**src/rtl/adc_display_scan_ctrl.sv**
```systemverilog
`default_nettype none
// ============================================================================
// Module   : adc_display_scan_ctrl
// Purpose  : Round-robin sequencer between a shared 4-bit ADC sampler and a
//            3-digit multiplexed 7-segment display. For each channel it runs
//            a req/ack handshake with a timeout, then shows the value for a
//            dwell period. Digits show channel index, tens and units.
// Options  : SCAN_HOLD_EN adds a hold input that pins the current channel
//            at the end of the dwell period.
// Revision : 1.0 - initial release
// ============================================================================
module adc_display_scan_ctrl #(
  parameter int NCH     = 4,
  parameter int DWELL   = 50000000,
  parameter int REFRESH = 100000,
  parameter int TIMEOUT = 1000
) (
  input  logic       clk,
  input  logic       rst_n,
  input  logic       en,
`ifdef SCAN_HOLD_EN
  input  logic       hold,
`endif
  input  logic       adc_ack,
  input  logic [3:0] adc_data,
  output logic [2:0] adc_sel,
  output logic       adc_req,
  output logic [6:0] seg,
  output logic [2:0] an,
  output logic       err
);

  localparam int c_dw_w = $clog2(DWELL);
  localparam int c_to_w = $clog2(TIMEOUT + 1);
  localparam int c_rf_w = $clog2(REFRESH + 1);

  localparam logic [6:0] c_blank = 7'h7F;
  localparam logic [6:0] c_dash  = 7'b0111111;

  typedef enum logic [1:0] {
    IDLE = 2'd0,
    REQ  = 2'd1,
    WAIT = 2'd2,
    SHOW = 2'd3
  } state_t;

  state_t              state_q, state_d;
  logic [2:0]          ch_q, ch_d;
  logic [3:0]          value_q, value_d;
  logic                valid_q, valid_d;
  logic                err_q, err_d;
  logic                req_q, req_d;
  logic [2:0]          sel_q, sel_d;
  logic [c_to_w-1:0]   to_cnt_q, to_cnt_d;
  logic [c_dw_w-1:0]   dw_cnt_q, dw_cnt_d;
  logic [c_rf_w-1:0]   rf_cnt_q, rf_cnt_d;
  logic [1:0]          digit_q, digit_d;
  logic [6:0]          seg_q, seg_d;
  logic [2:0]          an_q, an_d;
  logic                hold_in;
  logic [3:0]          units;

`ifdef SCAN_HOLD_EN
  assign hold_in = hold;
`else
  assign hold_in = 1'b0;
`endif

  // Decimal digit to active-low {g,f,e,d,c,b,a} pattern.
  function automatic logic [6:0] glyph(input logic [3:0] d);
    case (d)
      4'd0:    glyph = 7'b1000000;
      4'd1:    glyph = 7'b1111001;
      4'd2:    glyph = 7'b0100100;
      4'd3:    glyph = 7'b0110000;
      4'd4:    glyph = 7'b0011001;
      4'd5:    glyph = 7'b0010010;
      4'd6:    glyph = 7'b0000010;
      4'd7:    glyph = 7'b1111000;
      4'd8:    glyph = 7'b0000000;
      4'd9:    glyph = 7'b0010000;
      default: glyph = c_blank;
    endcase
  endfunction

  // State and datapath registers; async reset drops the request at once.
  always_ff @(posedge clk or negedge rst_n) begin
    if (!rst_n) begin
      state_q  <= IDLE;
      ch_q     <= '0;
      value_q  <= '0;
      valid_q  <= 1'b0;
      err_q    <= 1'b0;
      req_q    <= 1'b0;
      sel_q    <= '0;
      to_cnt_q <= '0;
      dw_cnt_q <= '0;
      rf_cnt_q <= '0;
      digit_q  <= '0;
      seg_q    <= c_blank;
      an_q     <= 3'b111;
    end else begin
      state_q  <= state_d;
      ch_q     <= ch_d;
      value_q  <= value_d;
      valid_q  <= valid_d;
      err_q    <= err_d;
      req_q    <= req_d;
      sel_q    <= sel_d;
      to_cnt_q <= to_cnt_d;
      dw_cnt_q <= dw_cnt_d;
      rf_cnt_q <= rf_cnt_d;
      digit_q  <= digit_d;
      seg_q    <= seg_d;
      an_q     <= an_d;
    end
  end

  // Handshake / dwell sequencer: next state and registered sampler outputs.
  always_comb begin
    state_d  = state_q;
    ch_d     = ch_q;
    value_d  = value_q;
    valid_d  = valid_q;
    err_d    = err_q;
    req_d    = req_q;
    sel_d    = sel_q;
    to_cnt_d = to_cnt_q;
    dw_cnt_d = dw_cnt_q;
    case (state_q)
      IDLE: begin
        if (en) state_d = REQ;
      end
      REQ: begin
        req_d    = 1'b1;
        sel_d    = ch_q;
        to_cnt_d = '0;
        state_d  = WAIT;
      end
      WAIT: begin
        // An ack on the same edge as the timeout takes priority.
        if (adc_ack) begin
          value_d  = adc_data;
          valid_d  = 1'b1;
          err_d    = 1'b0;
          req_d    = 1'b0;
          to_cnt_d = '0;
          dw_cnt_d = '0;
          state_d  = SHOW;
        end else if (to_cnt_q == c_to_w'(TIMEOUT - 1)) begin
          valid_d  = 1'b0;
          err_d    = 1'b1;
          req_d    = 1'b0;
          to_cnt_d = '0;
          dw_cnt_d = '0;
          state_d  = SHOW;
        end else begin
          to_cnt_d = to_cnt_q + 1'b1;
        end
      end
      SHOW: begin
        if (dw_cnt_q == c_dw_w'(DWELL - 1)) begin
          dw_cnt_d = '0;
          if (hold_in) begin
            state_d = REQ;
          end else begin
            ch_d    = (ch_q == 3'(NCH - 1)) ? 3'd0 : ch_q + 3'd1;
            state_d = en ? REQ : IDLE;
          end
        end else begin
          dw_cnt_d = dw_cnt_q + 1'b1;
        end
      end
      default: state_d = IDLE;
    endcase
  end

  assign units = (value_d >= 4'd10) ? (value_d - 4'd10) : value_d;

  // Digit scan: rotate the lit digit and load its segments on the same edge.
  always_comb begin
    rf_cnt_d = rf_cnt_q;
    digit_d  = digit_q;
    an_d     = 3'b111;
    seg_d    = c_blank;
    if (state_d == IDLE) begin
      rf_cnt_d = '0;
      digit_d  = '0;
    end else begin
      if (state_q == IDLE) begin
        rf_cnt_d = '0;
        digit_d  = '0;
      end else if (rf_cnt_q == c_rf_w'(REFRESH - 1)) begin
        rf_cnt_d = '0;
        digit_d  = (digit_q == 2'd2) ? 2'd0 : digit_q + 2'd1;
      end else begin
        rf_cnt_d = rf_cnt_q + 1'b1;
      end
      case (digit_d)
        2'd0: begin
          an_d  = 3'b110;
          seg_d = (!valid_d || err_d) ? c_dash : glyph(units);
        end
        2'd1: begin
          an_d  = 3'b101;
          seg_d = (!valid_d || err_d) ? c_dash :
                  (value_d >= 4'd10)  ? glyph(4'd1) : c_blank;
        end
        default: begin
          an_d  = 3'b011;
          seg_d = glyph({1'b0, ch_d});
        end
      endcase
    end
  end

  assign adc_sel = sel_q;
  assign adc_req = req_q;
  assign seg     = seg_q;
  assign an      = an_q;
  assign err     = err_q;

endmodule
`default_nettype wire
```
**config.mk**
```make
export PLATFORM = sky130hd
export DESIGN_NAME = adc_display_scan_ctrl
export DESIGN_NICKNAME = d
export VERILOG_FILES = /design/src/rtl/adc_display_scan_ctrl.sv
export SDC_FILE = /design/constraint.sdc
export NUM_CORES = 1
export LEC_CHECK = 0
export CAP_MARGIN = 15
export CORE_UTILIZATION = 30
export CTS_CLUSTER_DIAMETER = 200
export CTS_CLUSTER_SIZE = 24
export DETAILED_ROUTE_END_ITERATION = 8
export PLACE_DENSITY_LB_ADDON = 0.08
export SYNTH_ARGS = -nofsm -noshare
export SYNTH_HDL_FRONTEND = slang
export SYNTH_SLANG_ARGS = --single-unit
```
**constraint.sdc**
```tcl
create_clock -name clk -period 4.3 [get_ports clk]
set_input_delay 0.43 -clock clk [delete_from_list [all_inputs] [get_ports clk]]
set_output_delay 0.43 -clock clk [all_outputs]
set_load 0.1 [all_outputs]
```
==> flow_metrics.tcl <==
set metrics [dict create \
    status "completed" \
    fillCellCount 1504 \
    r2r_slack_ns 1.22 \
    antenna_found_initial 0 \
    core_um2 14600 \
    synth_nets 505 \
    crit_path_max_incr_delay_ns 0.64 \
    start_util 0.310 \
    setup_tns_ns 0 \
    r2r-end "seg[4]" \
    viasPerCell 5.07 \
    grt_max_degree 42 \
    pwr-share-clk 0.233 \
    die_x_um 125 \
    cts_tree "done" \
    critPathSlowestCell "or4_1" \
    syn_to_final_growth_pct 15.0 \
    crit_required_ns 4.55 \
    clockRootBuffer "clkbuf_16" \
    critical_path_arrival_ns 3.33 \
    rsz0062_at_grt "false" \
    grt_usage 0.141 \
    finalWorstPathRequiredPeriod_ns 3.08 \
    drt_iter0_markers 231 \
    tightest_slew_ns 0.981 \
    worstReg2RegStart "dw_cnt_q[0]" \
    ys_ff_latch 80 \
    skew_ns 0.00608 \
    clk_transition_reported_paths_ns 0.06 \
    rr_worst_depth 9 \
    drc 0 \
    cap_violations 0 \
    crit_path_frequent_cell "ha_1" \
    netlist_instances 477 \
    ys.flop_type "dfrtp_1" \
    die-area_um2 15600 \
    vias 3494 \
    internal-power_mw 1.72 \
    ys_async_sr_fraction 1.00 \
    report.final.slew_viol_count 0 \
    setup_violations 0 \
    fin_area_um2 5190 \
    clockBufferDepth 2 \
    cts_buffers 9 \
    ant_nets 0 \
    p_comb_frac 0.459 \
    synth.distinct_cells 61 \
    gp_congestion 0.790 \
    ys_seq_area_frac 0.446 \
    fin_crit_sh 0.717 \
    power.leakage_nw 2.24 \
    power.net_switching_mw 1.33 \
    dp_slack_ns 1.20 \
    grt_pass1_wl_um 17400 \
    postSynthAreaPerCell_um2 9.47 \
    portBuffers 22 \
    post_cts_buffers 0 \
    dieHeight_um 125 \
    avgRoutedWirePerCell_um 15.0 \
    worstSetupStartpointType "flip-flop" \
    hold_viol_final 0 \
    maxSlewHeadroom 0.344 \
    num-nets-final 528 \
    clk_latency_ns 0.34 \
    whs_ns 0.0729 \
    drive_above_1_share 0.0891 \
    grt-ovfl-total 0 \
    ir_drop_mv 0.301 \
    dr.pass1.iters 6 \
    p_seq_frac 0.307 \
    io_pins 23 \
    fmax_mhz 325 \
    endpoint_kind "flip-flop" \
    cts-htree-levels 3 \
    setup_slack_ns 1.22 \
    dpl_cell_area_um2 4930 \
    wirelength_um 10300 \
    powerDensity_nw_per_um2 586 \
    switching_share 0.436 \
    cp_cell_sequence "ha_1 > and3_1 > nand3_1 > or4_1 > mux2i_1 > inv_1 > ha_1 > a22o_1 > o31ai_1" \
    hp-class "input port to async pin" \
    place_hpwl_um 7220 \
    clock_sinks 80 \
    cts_resized 0 \
    cp_top_family "simple AND/OR/NAND/NOR gates" \
    crit_buf_inv 1 \
    diodes 0 \
    ys.warnings.count 0 \
    syn_area_um2 4520 \
    grt_pass1_vias 3354 \
    crit_fanout 8 \
    holdBufCountCts 0 \
    rows 44 \
    crit_type "flip-flop to flip-flop" \
    synth_edf_count 0 \
]
-- sequential cells by signal, indices dropped and copies added, names as in the netlist --
name and count:
digit_q 2, rf_cnt_q 17, err 1, seg 7, an 3, dw_cnt_q 26
ch_q 3, to_cnt_q 10, valid_q 1, adc_sel 3, value_q 4, adc_req 1
state_q 2
-- cells in the final DEF (no fill, tap or decap), drive strengths merged, types with 7 or more instances in the layout --
| cell type | n |
|---|---|
| xor2 | 13 |
| clkbuf | 13 |
| dfstp | 10 |
| o31ai | 13 |
| dfrtp | 70 |
| nand2 | 40 |
| clkdlybuf4s50 | 21 |
| nand4 | 11 |
| inv | 20 |
| mux2 | 7 |
| nor2 | 54 |
| and3 | 11 |
| xnor2 | 12 |
| nand3 | 30 |
| ha | 20 |
| o21ai | 35 |
| a21oi | 16 |
| nor3 | 10 |
| mux2i | 10 |
| nor2b | 12 |
-- logic make-up (layout without fill, tap and decap cells) --
group / after synthesis / after routing / synth area share
and+or+nand+nor: 204 / 204 / 0.236
AOI/OAI and AO/OA: 96 / 96 / 0.141
DFF: 80 / 80 / 0.446
buffers and inverters: 35 / 63 / 0.0338
xor gates and xnor gates: 25 / 25 / 0.0484
adders and majority gates: 20 / 20 / 0.0554
muxes: 17 / 17 / 0.0396
-- synth_stat cells (all sizes together) (2+ instances only) --
master / n / area, um^2
nor2b: 12 / 75.1
buf: 5 / 40.0
xor2: 13 / 114
clkbuf: 10 / 37.5
o21a: 3 / 22.5
a22o: 3 / 26.3
or2: 3 / 21.3
or3: 3 / 18.8
dfrtp: 70 / 1750
nor3: 10 / 50.1
and3: 11 / 68.8
o21ai: 35 / 179
nand3b: 3 / 22.5
nand4: 11 / 75.1
o41ai: 6 / 60.1
nor4: 2 / 12.5
nor4bb: 2 / 20.0
a22oi: 2 / 15.0
mux2i: 10 / 100
and4: 5 / 43.8
xnor2: 12 / 105
o2bb2ai: 2 / 17.5
o22ai: 2 / 12.5
nor2: 54 / 203
a211o: 2 / 17.5
or4: 2 / 15.0
dfstp: 10 / 263
o31ai: 13 / 103
nand2: 40 / 150
ha: 20 / 250
a31oi: 2 / 12.5
nor4b: 4 / 56.3
nand2b: 6 / 37.5
nand3: 30 / 150
and2: 3 / 18.8
inv: 20 / 75.1
a21oi: 16 / 80.1
mux2: 7 / 78.8
-- power groups by stage --
stage	Clock (mW)	Combinational (mW)	Sequential, mW
global route	0.771	1.54	0.949
global placement	0	1.41	0.951
CTS	0.740	1.41	0.937
finish	0.711	1.40	0.937
floorplan	0	0.817	1.23
detailed placement	0	1.41	0.950
-- worst max-delay path by stage --
stage	start	end	cells after the start
after floorplan	dw_cnt_q[0]	seg[4]	9
after global placement	adc_ack	seg[5]	8
after detailed placement	adc_ack	seg[6]	9
after CTS	dw_cnt_q[0]	seg[4]	9
after global routing	state_q[0]	seg[6]	10
final	dw_cnt_q[0]	seg[4]	9
-- through the flow --
stage               std cells  utilization  power [mW]
finish                    689        0.356        3.05
floorplan                 477            -        2.04
CTS                       689        0.356        3.09
global route              689        0.356        3.26
global placement          673        0.338        2.36
detailed placement        673        0.338        2.36
-- per-layer routing --
metal	share of wire	GRT usage	wire (um)	vias up
li1	-	-	-	1754
met1	0.50	0.192	5140	1679
met2	0.45	0.215	4650	50
met3	0.034	0.0326	347	11
met4	0.016	0.0532	165	0
met5	0	0	0	-
-- layout make-up --
type                            instances  area [um^2]  share of cell area
Clock buffer                           13          250              0.0482
Clock inverter                          3         17.5             0.00337
Inverter                               20         75.1              0.0145
Multi-Input combinational cell        362         2350               0.453
Sequential cell                        80         2010               0.388
Tap cell                              184          230              0.0443
Timing Repair Buffer                   27          255              0.0491
(Power assumes the default switching activity.)
